$ cat config.mk
export PLATFORM = sky130hd
export DESIGN_NAME = multicycle_ctrl
export DESIGN_NICKNAME = d
export VERILOG_FILES = /design/src/rtl/ctrl_pkg.sv /design/src/rtl/ctrl_decode.sv /design/src/rtl/multicycle_ctrl.sv
export SDC_FILE = /design/constraint.sdc
export NUM_CORES = 1
export LEC_CHECK = 0
export CORE_MARGIN = 4
export CORE_UTILIZATION = 42
export DETAILED_ROUTE_END_ITERATION = 10
export PLACE_DENSITY_LB_ADDON = 0.15
export REMOVE_ABC_BUFFERS = 1
export SETUP_SLACK_MARGIN = 0.15
export SLEW_MARGIN = 20
export SYNTH_ARGS = -nofsm -noshare
export SYNTH_HDL_FRONTEND = slang
export SYNTH_HIERARCHICAL = 1
export SYNTH_SLANG_ARGS = --single-unit
$ cat constraint.sdc
create_clock -name clk -period 2.2 [get_ports clk]
set_clock_uncertainty 0.05 [all_clocks]
set_input_delay 0.22 -clock clk [delete_from_list [all_inputs] [get_ports clk]]
set_output_delay 0.22 -clock clk [all_outputs]
set_load 0.005 [all_outputs]
$ cat src/rtl/ctrl_pkg.sv
// Shared encodings for the multicycle controller: state codes, opcodes,
// datapath mux selects and the packed control word driven by the decoder.
package ctrl_pkg;

  typedef enum logic [3:0] {
    S_FETCH    = 4'd0,
    S_DECODE   = 4'd1,
    S_MEM_ADDR = 4'd2,
    S_MEM_RD   = 4'd3,
    S_MEM_WB   = 4'd4,
    S_MEM_WR   = 4'd5,
    S_EXEC_R   = 4'd6,
    S_EXEC_I   = 4'd7,
    S_ALU_WB   = 4'd8,
    S_BRANCH   = 4'd9,
    S_JAL      = 4'd10,
    S_TRAP     = 4'd15
  } state_e;

  localparam logic [6:0] OP_LOAD   = 7'b0000011;
  localparam logic [6:0] OP_STORE  = 7'b0100011;
  localparam logic [6:0] OP_RTYPE  = 7'b0110011;
  localparam logic [6:0] OP_ITYPE  = 7'b0010011;
  localparam logic [6:0] OP_BRANCH = 7'b1100011;
  localparam logic [6:0] OP_JAL    = 7'b1101111;

  localparam logic [2:0] F3_BEQ = 3'b000;
  localparam logic [2:0] F3_BNE = 3'b001;

  typedef enum logic [1:0] {
    ALU_ADD   = 2'b00,
    ALU_SUB   = 2'b01,
    ALU_RTYPE = 2'b10,
    ALU_ITYPE = 2'b11
  } alu_op_e;

  typedef enum logic [1:0] {
    SRC_A_PC    = 2'b00,
    SRC_A_OLDPC = 2'b01,
    SRC_A_RS1   = 2'b10
  } src_a_e;

  typedef enum logic [1:0] {
    SRC_B_RS2  = 2'b00,
    SRC_B_IMM  = 2'b01,
    SRC_B_FOUR = 2'b10
  } src_b_e;

  typedef enum logic [1:0] {
    RES_ALUOUT = 2'b00,
    RES_MEM    = 2'b01,
    RES_PC     = 2'b10
  } result_src_e;

  typedef struct packed {
    alu_op_e     alu_op;
    src_a_e      src_a;
    src_b_e      src_b;
    logic        pc_write;
    logic        pc_src;
    logic        ir_write;
    logic        reg_write;
    logic        mem_req;
    logic        mem_we;
    logic        iord;
    result_src_e result_src;
  } ctrl_word_t;

  localparam ctrl_word_t CTRL_IDLE = '{
    alu_op:     ALU_ADD,
    src_a:      SRC_A_PC,
    src_b:      SRC_B_RS2,
    pc_write:   1'b0,
    pc_src:     1'b0,
    ir_write:   1'b0,
    reg_write:  1'b0,
    mem_req:    1'b0,
    mem_we:     1'b0,
    iord:       1'b0,
    result_src: RES_ALUOUT
  };

endpackage

$ cat src/rtl/ctrl_decode.sv
// Combinational decoder: current state plus instruction fields and status
// strobes to the control word and the nominal next state.
module ctrl_decode
  import ctrl_pkg::*;
(
  input  state_e     i_state,
  input  logic [6:0] i_opcode,
  input  logic [2:0] i_funct3,
  input  logic       i_zero,
  input  logic       i_mem_ready,
  output ctrl_word_t o_ctrl,
  output state_e     o_next_state
);

  always_comb begin
    // NOTE: every output gets a default before the case so no path leaves one unassigned (no latch).
    o_ctrl       = CTRL_IDLE;
    o_next_state = i_state;

    case (i_state)
      S_FETCH: begin
        o_ctrl.mem_req = 1'b1;
        o_ctrl.src_a   = SRC_A_PC;
        o_ctrl.src_b   = SRC_B_FOUR;
        o_ctrl.alu_op  = ALU_ADD;
        if (i_mem_ready) begin
          o_ctrl.ir_write = 1'b1;
          o_ctrl.pc_write = 1'b1;
          o_next_state    = S_DECODE;
        end
      end

      S_DECODE: begin
        o_ctrl.src_a = SRC_A_OLDPC;
        o_ctrl.src_b = SRC_B_IMM;
        case (i_opcode)
          OP_LOAD, OP_STORE: o_next_state = S_MEM_ADDR;
          OP_RTYPE:          o_next_state = S_EXEC_R;
          OP_ITYPE:          o_next_state = S_EXEC_I;
          OP_BRANCH:         o_next_state = S_BRANCH;
          OP_JAL:            o_next_state = S_JAL;
          default:           o_next_state = S_TRAP;
        endcase
      end

      S_MEM_ADDR: begin
        o_ctrl.src_a = SRC_A_RS1;
        o_ctrl.src_b = SRC_B_IMM;
        o_next_state = (i_opcode == OP_LOAD) ? S_MEM_RD : S_MEM_WR;
      end

      S_MEM_RD: begin
        o_ctrl.mem_req = 1'b1;
        o_ctrl.iord    = 1'b1;
        if (i_mem_ready) o_next_state = S_MEM_WB;
      end

      S_MEM_WB: begin
        o_ctrl.reg_write  = 1'b1;
        o_ctrl.result_src = RES_MEM;
        o_next_state      = S_FETCH;
      end

      S_MEM_WR: begin
        o_ctrl.mem_req = 1'b1;
        o_ctrl.mem_we  = 1'b1;
        o_ctrl.iord    = 1'b1;
        if (i_mem_ready) o_next_state = S_FETCH;
      end

      S_EXEC_R: begin
        o_ctrl.src_a  = SRC_A_RS1;
        o_ctrl.src_b  = SRC_B_RS2;
        o_ctrl.alu_op = ALU_RTYPE;
        o_next_state  = S_ALU_WB;
      end

      S_EXEC_I: begin
        o_ctrl.src_a  = SRC_A_RS1;
        o_ctrl.src_b  = SRC_B_IMM;
        o_ctrl.alu_op = ALU_ITYPE;
        o_next_state  = S_ALU_WB;
      end

      S_ALU_WB: begin
        o_ctrl.reg_write  = 1'b1;
        o_ctrl.result_src = RES_ALUOUT;
        o_next_state      = S_FETCH;
      end

      S_BRANCH: begin
        o_ctrl.src_a  = SRC_A_RS1;
        o_ctrl.src_b  = SRC_B_RS2;
        o_ctrl.alu_op = ALU_SUB;
        o_ctrl.pc_src = 1'b1;
        case (i_funct3)
          F3_BEQ: begin
            o_ctrl.pc_write = i_zero;
            o_next_state    = S_FETCH;
          end
          F3_BNE: begin
            o_ctrl.pc_write = !i_zero;
            o_next_state    = S_FETCH;
          end
          default: o_next_state = S_TRAP;
        endcase
      end

      S_JAL: begin
        o_ctrl.pc_write   = 1'b1;
        o_ctrl.pc_src     = 1'b1;
        o_ctrl.reg_write  = 1'b1;
        o_ctrl.result_src = RES_PC;
        o_next_state      = S_FETCH;
      end

      S_TRAP:  o_next_state = S_TRAP;
      // Unassigned state codes are treated as corruption and trapped.
      default: o_next_state = S_TRAP;
    endcase
  end

endmodule

$ cat src/rtl/multicycle_ctrl.sv
// Multicycle RISC-V style control FSM: state register, memory wait counter
// with optional timeout trap, sticky illegal flag and reset output gating.
module multicycle_ctrl
  import ctrl_pkg::*;
#(
  parameter int unsigned MEM_TIMEOUT = 255
) (
  input  logic       clk,
  input  logic       rst,
  input  logic [6:0] opcode,
  input  logic [2:0] funct3,
  input  logic       zero,
  input  logic       mem_ready,
  output logic [1:0] alu_op,
  output logic [1:0] alu_src_a,
  output logic [1:0] alu_src_b,
  output logic       pc_write,
  output logic       pc_src,
  output logic       ir_write,
  output logic       reg_write,
  output logic       mem_req,
  output logic       mem_we,
  output logic       iord,
  output logic [1:0] result_src,
  output logic       illegal,
  output logic [3:0] state_dbg
);

  localparam int unsigned CNT_W = (MEM_TIMEOUT > 1) ? $clog2(MEM_TIMEOUT + 1) : 1;
  localparam logic [CNT_W-1:0] TIMEOUT_CNT = CNT_W'(MEM_TIMEOUT);
  localparam bit TIMEOUT_EN = (MEM_TIMEOUT != 0);

  state_e           r_state;
  logic [CNT_W-1:0] r_wait_cnt;
  logic             r_illegal;

  state_e           w_dec_next;
  state_e           w_next_state;
  ctrl_word_t       w_ctrl;
  ctrl_word_t       w_out;
  logic [CNT_W-1:0] w_cnt_inc;
  logic             w_waiting;
  logic             w_timeout;

  ctrl_decode u_decode (
    .i_state      (r_state),
    .i_opcode     (opcode),
    .i_funct3     (funct3),
    .i_zero       (zero),
    .i_mem_ready  (mem_ready),
    .o_ctrl       (w_ctrl),
    .o_next_state (w_dec_next)
  );

  // A memory state that has not seen mem_ready is waiting; the counter only
  // runs then, so it is already zero whenever a memory state is entered.
  assign w_waiting = w_ctrl.mem_req && !mem_ready;
  assign w_cnt_inc = r_wait_cnt + CNT_W'(1);
  assign w_timeout = TIMEOUT_EN && w_waiting && (w_cnt_inc == TIMEOUT_CNT);

  always_comb begin
    w_next_state = w_timeout ? S_TRAP : w_dec_next;
  end

  always_ff @(posedge clk) begin
    // NOTE: state is updated with non-blocking assignments so every register samples pre-edge values.
    if (rst) begin
      r_state    <= S_FETCH;
      r_wait_cnt <= '0;
      r_illegal  <= 1'b0;
    end else begin
      r_state    <= w_next_state;
      r_wait_cnt <= (TIMEOUT_EN && w_waiting) ? w_cnt_inc : '0;
      r_illegal  <= r_illegal || (w_next_state == S_TRAP);
    end
  end

  // Outputs are silenced for the whole cycle in which rst is asserted.
  always_comb begin
    w_out = rst ? CTRL_IDLE : w_ctrl;
  end

  assign alu_op     = w_out.alu_op;
  assign alu_src_a  = w_out.src_a;
  assign alu_src_b  = w_out.src_b;
  assign pc_write   = w_out.pc_write;
  assign pc_src     = w_out.pc_src;
  assign ir_write   = w_out.ir_write;
  assign reg_write  = w_out.reg_write;
  assign mem_req    = w_out.mem_req;
  assign mem_we     = w_out.mem_we;
  assign iord       = w_out.iord;
  assign result_src = w_out.result_src;
  assign illegal    = !rst && r_illegal;
  assign state_dbg  = rst ? 4'd0 : r_state;

endmodule
# Word-level counts from Yosys, hierarchy flattened
# Index checks and enable logic that the tools add are counted.
totals:
  register_bits: 13
  latchBits: 0
  ram_bits: 0
  mem_bits_ro: 0
  input_bits: 14
  out_inout_bits: 20
  word_cells: 65
  memories: 0
classes:
  n_addsub: 1
  n_mul: 0
  div_mod_pow: 0
  order_cmp: 0
  eq_ne: 19
  n_shift: 0
  mux: 22
  bitwise_logic: 1
  reduce_logical: 19
ops:
  columns: ["op", "count"]
  rows:
  - ["$pmux 4 s8", 1]
  - ["$mux 4", 6]
  - ["$pmux 4 s5", 1]
  - ["$eq 4x3->1 const B", 4]
  - ["$eq 4x4->1 const B", 4]
  - ["$pmux 4 s4", 1]
  - ["$reduce_or 2->1", 8]
  - ["$mux 15", 1]
  - ["$eq 7x6->1 const B", 2]
  - ["$eq 7x7->1 const B", 2]
  - ["$add 8x1->8 const B", 1]
  - ["$eq 4x2->1 const B", 2]
  - ["$eq 8x8->1 const B", 1]
  - ["$eq 7x2->1 const B", 1]
  - ["$eq 7x5->1 const B", 1]
  - ["$mux 1", 7]
  - ["$pmux 2 s3", 1]
  - ["$reduce_or 3->1", 2]
  - ["$eq 4x1->1 const B", 1]
  - ["$logic_not 4->1", 1]
  - ["$pmux 2 s2", 1]
  - ["$eq 3x1->1 const B", 1]
  - ["$logic_and 1x1->1", 3]
  - ["$logic_not 1->1", 3]
  - ["6 further kinds", 6]

# Longest topological paths before layout
# Gate-level depths: netlist (run 1).
depth:
  word_depth: 8
  mapped_depth: 9
  ltp_nobuf: 7

# By module
# Netlist (run 1), hierarchy kept.
modules_own_cells:
  columns: ["module", "instances", "cells_per_inst", "area_each_um2", "seq_area_each_um2"]
  rows:
  - ["multicycle_ctrl", 1, 81, 720.7, 260.2]
  - ["ctrl_decode", 1, 72, 441.7, 0.0]

# Worst setup path after synthesis (run 1)
# OpenSTA, ideal clock, no wires.
synth_path:
  kind: "register to register"
  startpoint: "register r_state[3]"
  endpoint: "register r_illegal"
  arrival_time_ps: 2110
  path_slack_ps: -33
  stages_incl_launch_ff: 9
  period_less_slack_ps: 2233
  cell_sequence: "dfxtp_1 > clkbuf_8 > nor4_1 > or2_2 > nor2b_2 > or2b_1 > buf_8 > or4_4 > o22ai_2"
synth_lines:
  columns: ["element", "line_no", "text"]
  rows:
  - ["from (decl)", "multicycle_ctrl.sv:33", "state_e r_state;"]
  - ["from (signal assigned)", "multicycle_ctrl.sv:72", "r_state <= w_next_state;"]
  - ["to (signal assigned)", "multicycle_ctrl.sv:74", "r_illegal <= r_illegal || (w_next_state == S_TRAP);"]
  - ["to (decl)", "multicycle_ctrl.sv:35", "logic r_illegal;"]

==> results of run 1 <==
[power breakdown]
group          internal [mW]  switching [mW]
logic                  0.552           0.440
registers              0.285          0.0549
clock network         0.0674          0.0815
total                  0.904           0.577
[kinds of logic after synthesis]
group	share of synthesized area
flops	0.2239
xor+xnor	0.06782
buf+inv	0.1141
simple gates	0.3832
fa+ha+maj	0.02153
mux	0.01722
compound gates	0.1722
[synthesized netlist by cell type, types with 2 or more instances]
library cell   n
a211o_1        2
a21oi_1        4
and2b_1        5
and3_1         2
buf_6          3
clkbuf_8       2
dfxtp_1       13
ha_1           2
inv_1         12
mux2i_1        2
nand2_1        8
nand2b_1       3
nand3_1        6
nand4b_1       3
nor2_1        17
nor2b_1       16
nor3_1         6
nor4_1         2
o21a_1         2
o21ai_0        6
o22ai_1        4
or2_2          2
or4_1          2
xnor2_1        6
xor2_1         3
[flip-flops by register name, indices dropped and copies added, names as in the netlist]
name,cells
r_illegal,1
r_state,4
r_wait_cnt,8
[critical path, delay by kind of cell (launching register included)]
kind	cells	cell delay [ps]
AOI/OAI and AO/OA	1	180
DFF	1	360
and+or+nand+nor	5	1210
buffers and inverters	3	230
[metrics by stage]
| step | cell area [sq um] | hold WS [ps] | TNS, ps |
|---|---|---|---|
| after global routing | 1684 | 439.0 | 0 |
| after floorplan | 1075 | 258.8 | 0 |
| after global placement | 1525 | 393.2 | 0 |
| after CTS | 1650 | 416.7 | 0 |
| final | 1684 | 413.6 | 0 |
| after detailed placement | 1525 | 400.3 | -44.64 |
[layer usage]
layer,vias up,global-route usage
li1,622,-
met1,523,0.2289
met2,44,0.2748
met3,0,0.04043
met4,0,0.01858
met5,-,0
[worst min-delay path by stage]
stage                             start       endpoint  slack [ps]  depth (start not counted)
after floorplan                     rst      r_illegal         260                          1
after global placement    r_wait_cnt[0]  r_wait_cnt[0]         390                          1
after detailed placement  r_wait_cnt[0]  r_wait_cnt[0]         400                          1
after CTS                 r_wait_cnt[0]  r_wait_cnt[0]         420                          1
after global routing      r_wait_cnt[0]  r_wait_cnt[0]         440                          1
final                     r_wait_cnt[0]  r_wait_cnt[0]         410                          1
[repair_timing]
item / 4_1_cts / 5_1_grt
resized for setup: 28 / 15
endpoints found under the setup margin: 16 / 12
pin swaps: 5 / 2
endpoints found under the hold margin: 0 / 0
buffers inserted: 4 / 1
[cell type report]
cell class | count | area, sq um | area share
multi-input combinational | 120 | 849.6 | 0.5045
sequential | 13 | 270.3 | 0.1605
timing repair buffer | 49 | 454.2 | 0.2697
tap | 30 | 37.54 | 0.02229
inverter | 12 | 45.04 | 0.02675
clock inverter | 1 | 5.005 | 0.002972
clock buffer | 3 | 22.52 | 0.01337
==> impl_metrics.env, run 1 <==
export IMPL_power_density_nw_per_um2=879.0
export IMPL_worstSetupEndpointType="register"
export IMPL_yosysTopAreaCellShare=0.2239
export IMPL_slew_viol_final=0
export IMPL_coreArea_sq_um=2567
export IMPL_clock_fmax_mhz=480.6
export IMPL_finalWirelength_microns=2828
export IMPL_synth_main_ff_cell="dfxtp_1"
export IMPL_ys_ff_latch=13
export IMPL_wl_met3_microns=232
export IMPL_drc_errors=0
export IMPL_ant_nets=0
export IMPL_crit_fanout=5
export IMPL_r2r_end="r_illegal"
export IMPL_hp_class="register to register"
export IMPL_critPathKind="register to register"
export IMPL_clk_path_buf_depth=2
export IMPL_critical_path_arrival_ps=2240
export IMPL_ctsHoldBuffers=0
export IMPL_fin_cells=228
export IMPL_synth_edf_count=0
export IMPL_worstPathCellList="buf_6 > buf_6 > inv_2 > nor3_2 > or2_4 > nor2b_4 > or2b_1 > or4_4 > o22ai_2"
export IMPL_io_pins=34
export IMPL_yosys_warnings=6
export IMPL_n_antenna_cell=0
export IMPL_grt_use_total=0.1670
export IMPL_vdd_drop_max_mv=0.5561
export IMPL_layout_drive_gt1_share=0.2222
export IMPL_ys_seq_area_frac=0.2239
export IMPL_status="completed"
export IMPL_start_util=0.4527
export IMPL_fp_dieH_microns=60.61
export IMPL_synthesis_area_sq_um=1162
export IMPL_clkLatencyLatePin_ps=270
export IMPL_cpPeakStageDelay_ps=530
export IMPL_synth_largest_area_cell="dfxtp_1"
export IMPL_worst_pin_slew_ps=357.7
export IMPL_r2r_cells=9
export IMPL_grt_pass1_vias=1136
export IMPL_mostFrequentLayoutCells="21 x clkdlybuf4s50_1, 16 x nor2b_1, 16 x nor2_1"
export IMPL_p_leak_nw=0.7398
export IMPL_slew_headroom=0.7608
export IMPL_crit_end="r_illegal"
export IMPL_met2_length_microns=1271
export IMPL_vias=1189
export IMPL_fin_ws_ps=119.5
export IMPL_critPathMostFrequentCell="buf_6"
export IMPL_area_growth_pct=44.89
export IMPL_finalCritPeriodShare=0.9457
export IMPL_reg2reg_slack_ps=120
export IMPL_overflow=0
export IMPL_power_total_mw=1.480
export IMPL_final_common_cell="clkdlybuf4s50_1"
export IMPL_fill_cells=213
export IMPL_setup_violations=0
export IMPL_fin_util=0.6559
export IMPL_period_needed_ps=2081
export IMPL_hold_viol_final=0
export IMPL_routedWlPerCell_microns=12.40
export IMPL_io_buffers=33
export IMPL_synthArstFlopShare=0
export IMPL_routed_top_layer="met3"
export IMPL_place_gp_congestion=0.8052
export IMPL_wirelength_met1_microns=1325
export IMPL_critPathLaunchType="register"
export IMPL_first_pass_iters=4
export IMPL_cts_tree="yes"
export IMPL_via_per_inst=5.215
export IMPL_drv_cap=0
export IMPL_final_nets=215
export IMPL_r2r_start="r_state[0]"
export IMPL_ys_top_cells_by_area="dfxtp_1 22%, nor2b_1 8.6%, nor2_1 5.5%"
export IMPL_grt_pass1_wl_microns=4816
export IMPL_die_area_sq_um=3673
export IMPL_cp_slowest_cell="or4_4"
export IMPL_place_inst=219
export IMPL_path_clk_slew_ps=80
export IMPL_grt_max_degree=21
export IMPL_pre_cts_ws_ps=-44.64
export IMPL_cts_root_buf="clkbuf_4"
export IMPL_die_width_microns=60.61
export IMPL_cts_sinks=13
export IMPL_synth_cells=153
export IMPL_rows=18
export IMPL_synth_avg_cell_area_sq_um=7.597
export IMPL_cts_buffers=3
export IMPL_dpl_hpwl_microns=2153
export IMPL_htree_num_levels=1
export IMPL_setup_worst_path_start="r_state[0]"
export IMPL_grt_setup_unrepaired="yes"
export IMPL_drtIter0Drc=69
export IMPL_ys_types=45
export IMPL_crit_required_ps=2360
export IMPL_antenna_found_initial=0
(Power assumes the default switching activity.)
==> run 2: changes to the inputs <==
- CORE_UTILIZATION: 42 -> 24
==> impl_metrics.env, run 2 (same netlist as run 1, synthesis figures left out) <==
export IMPL_place_gp_congestion=0.8186
export IMPL_die_area_sq_um=6021
export IMPL_power_density_nw_per_um2=875.7
export IMPL_slew_viol_final=0
export IMPL_critical_path_arrival_ps=1770
export IMPL_vias=1177
export IMPL_period_needed_ps=2040
export IMPL_path_clk_slew_ps=50
export IMPL_grt_setup_unrepaired="yes"
export IMPL_via_per_inst=4.634
export IMPL_n_antenna_cell=0
export IMPL_status="completed"
export IMPL_coreArea_sq_um=4692
export IMPL_worstPathCellList="buf_6 > nand2b_4 > or2_4 > inv_1 > and2b_1 > clkdlybuf4s50_1"
export IMPL_dpl_hpwl_microns=2430
export IMPL_area_growth_pct=48.12
export IMPL_ant_nets=0
export IMPL_whs_ps=408.5
export IMPL_worst_path_stages=6
export IMPL_worst_path_buf_inv=3
export IMPL_hold_viol_final=0
export IMPL_routed_top_layer="met4"
export IMPL_cts_root_buf="clkbuf_8"
export IMPL_grt_use_total=0.1027
export IMPL_drtIter0Drc=40
export IMPL_grt_pass1_vias=1128
export IMPL_worst_pin_slew_ps=341.9
export IMPL_die_width_microns=77.60
export IMPL_multi_input_area_sq_um=820.8
export IMPL_vdd_drop_max_mv=0.3368
export IMPL_cts_sinks=13
export IMPL_critPathKind="register to output port"
export IMPL_layout_drive_gt1_share=0.2050
export IMPL_mostFrequentLayoutCells="28 x clkdlybuf4s50_1, 17 x buf_4, 15 x nor2b_1, 15 x nor2_1, 12 x inv_1"
export IMPL_cpPeakStageDelay_ps=490
export IMPL_crit_required_ps=1930
export IMPL_wl_met3_microns=174
export IMPL_r2r_cells=7
export IMPL_drc_errors=0
export IMPL_antenna_found_initial=0
export IMPL_crit_family="buffers and inverters"
export IMPL_grt_pass1_wl_microns=5181
export IMPL_regMostFlops="r_wait_cnt"
export IMPL_first_pass_iters=4
export IMPL_finalCritPeriodShare=0.9273
export IMPL_fill_cells=514
export IMPL_worstSetupEndpointType="output port"
export IMPL_holdPathStages=1
export IMPL_rows=25
export IMPL_final_common_cell="clkdlybuf4s50_1"
export IMPL_htree_num_levels=1
export IMPL_crit_fanout=9
export IMPL_cts_buffers=3
export IMPL_final_seq_area_sq_um=264.0
export IMPL_fin_tns_setup_ps=0
export IMPL_clock_fmax_mhz=490.2
export IMPL_io_pins=34
export IMPL_grt_max_degree=14
export IMPL_clk_path_buf_depth=2
export IMPL_met2_length_microns=1402
export IMPL_fp_dieH_microns=77.60
export IMPL_start_util=0.2477
export IMPL_clkLatencyLatePin_ps=240
export IMPL_wirelength_met1_microns=1477
export IMPL_power_total_mw=1.508
export IMPL_hp_class="register to register"
export IMPL_reg_top3="r_wait_cnt x8, r_state x4, r_illegal x1"
export IMPL_overflow=0
export IMPL_io_buffers=33
export IMPL_cp_slowest_cell="clkdlybuf4s50_1"
export IMPL_routedWlPerCell_microns=12.12
export IMPL_finalWirelength_microns=3078
export IMPL_post_cts_buffers=0
export IMPL_slew_headroom=0.7685
export IMPL_cts_tree="yes"
export IMPL_critPathLaunchType="register"
export IMPL_p_leak_nw=0.7147
export IMPL_largest_register_ffs=8
export IMPL_final_nets=217
export IMPL_setup_violations=0
export IMPL_ctsHoldBuffers=0
export IMPL_drv_cap=0
run 2: timing repair:
| action | in CTS | in global routing |
|---|---|---|
| endpoints found under the hold margin | 0 | 0 |
| gates resized for setup | 10 | 12 |
| endpoints found under the setup margin | 12 | 16 |
run 2: cell type report:
type / count / share of cell area
flip-flops and latches: 13 / 0.1533
repair buffers: 51 / 0.2783
well taps: 54 / 0.03924
inverters: 12 / 0.02616
multi-input cells: 120 / 0.4767
clock buffers: 4 / 0.02616
run 2: final timing paths:
path                  from            end  slack (ps)
max             r_state[3]      alu_op[1]         160
min          r_wait_cnt[0]  r_wait_cnt[0]         410
max reg2reg     r_state[3]      r_illegal         220
min reg2reg  r_wait_cnt[0]  r_wait_cnt[0]         410
run 2: through the flow:
step	instances	instance area (sq um)	setup WS, ps	util
3_3_place_gp	250	1608	-19.52	0.3427
3_5_place_dp	250	1608	2.866	0.3427
2_1_floorplan	145	1075	24.05	-
5_1_grt	254	1722	86.72	0.3669
4_1_cts	254	1678	28.42	0.3576
6_report	254	1722	159.9	0.3669
run 2: where the power goes:
group | switching (mW) | internal, mW
clock network | 0.0812 | 0.128
registers | 0.0485 | 0.279
logic | 0.434 | 0.537
run 2: per-layer routing:
metal	vias up	global-route usage
met2	34	0.1652
met4	0	0.02135
met3	4	0.03132
met1	516	0.1347
met5	-	0
li1	623	-
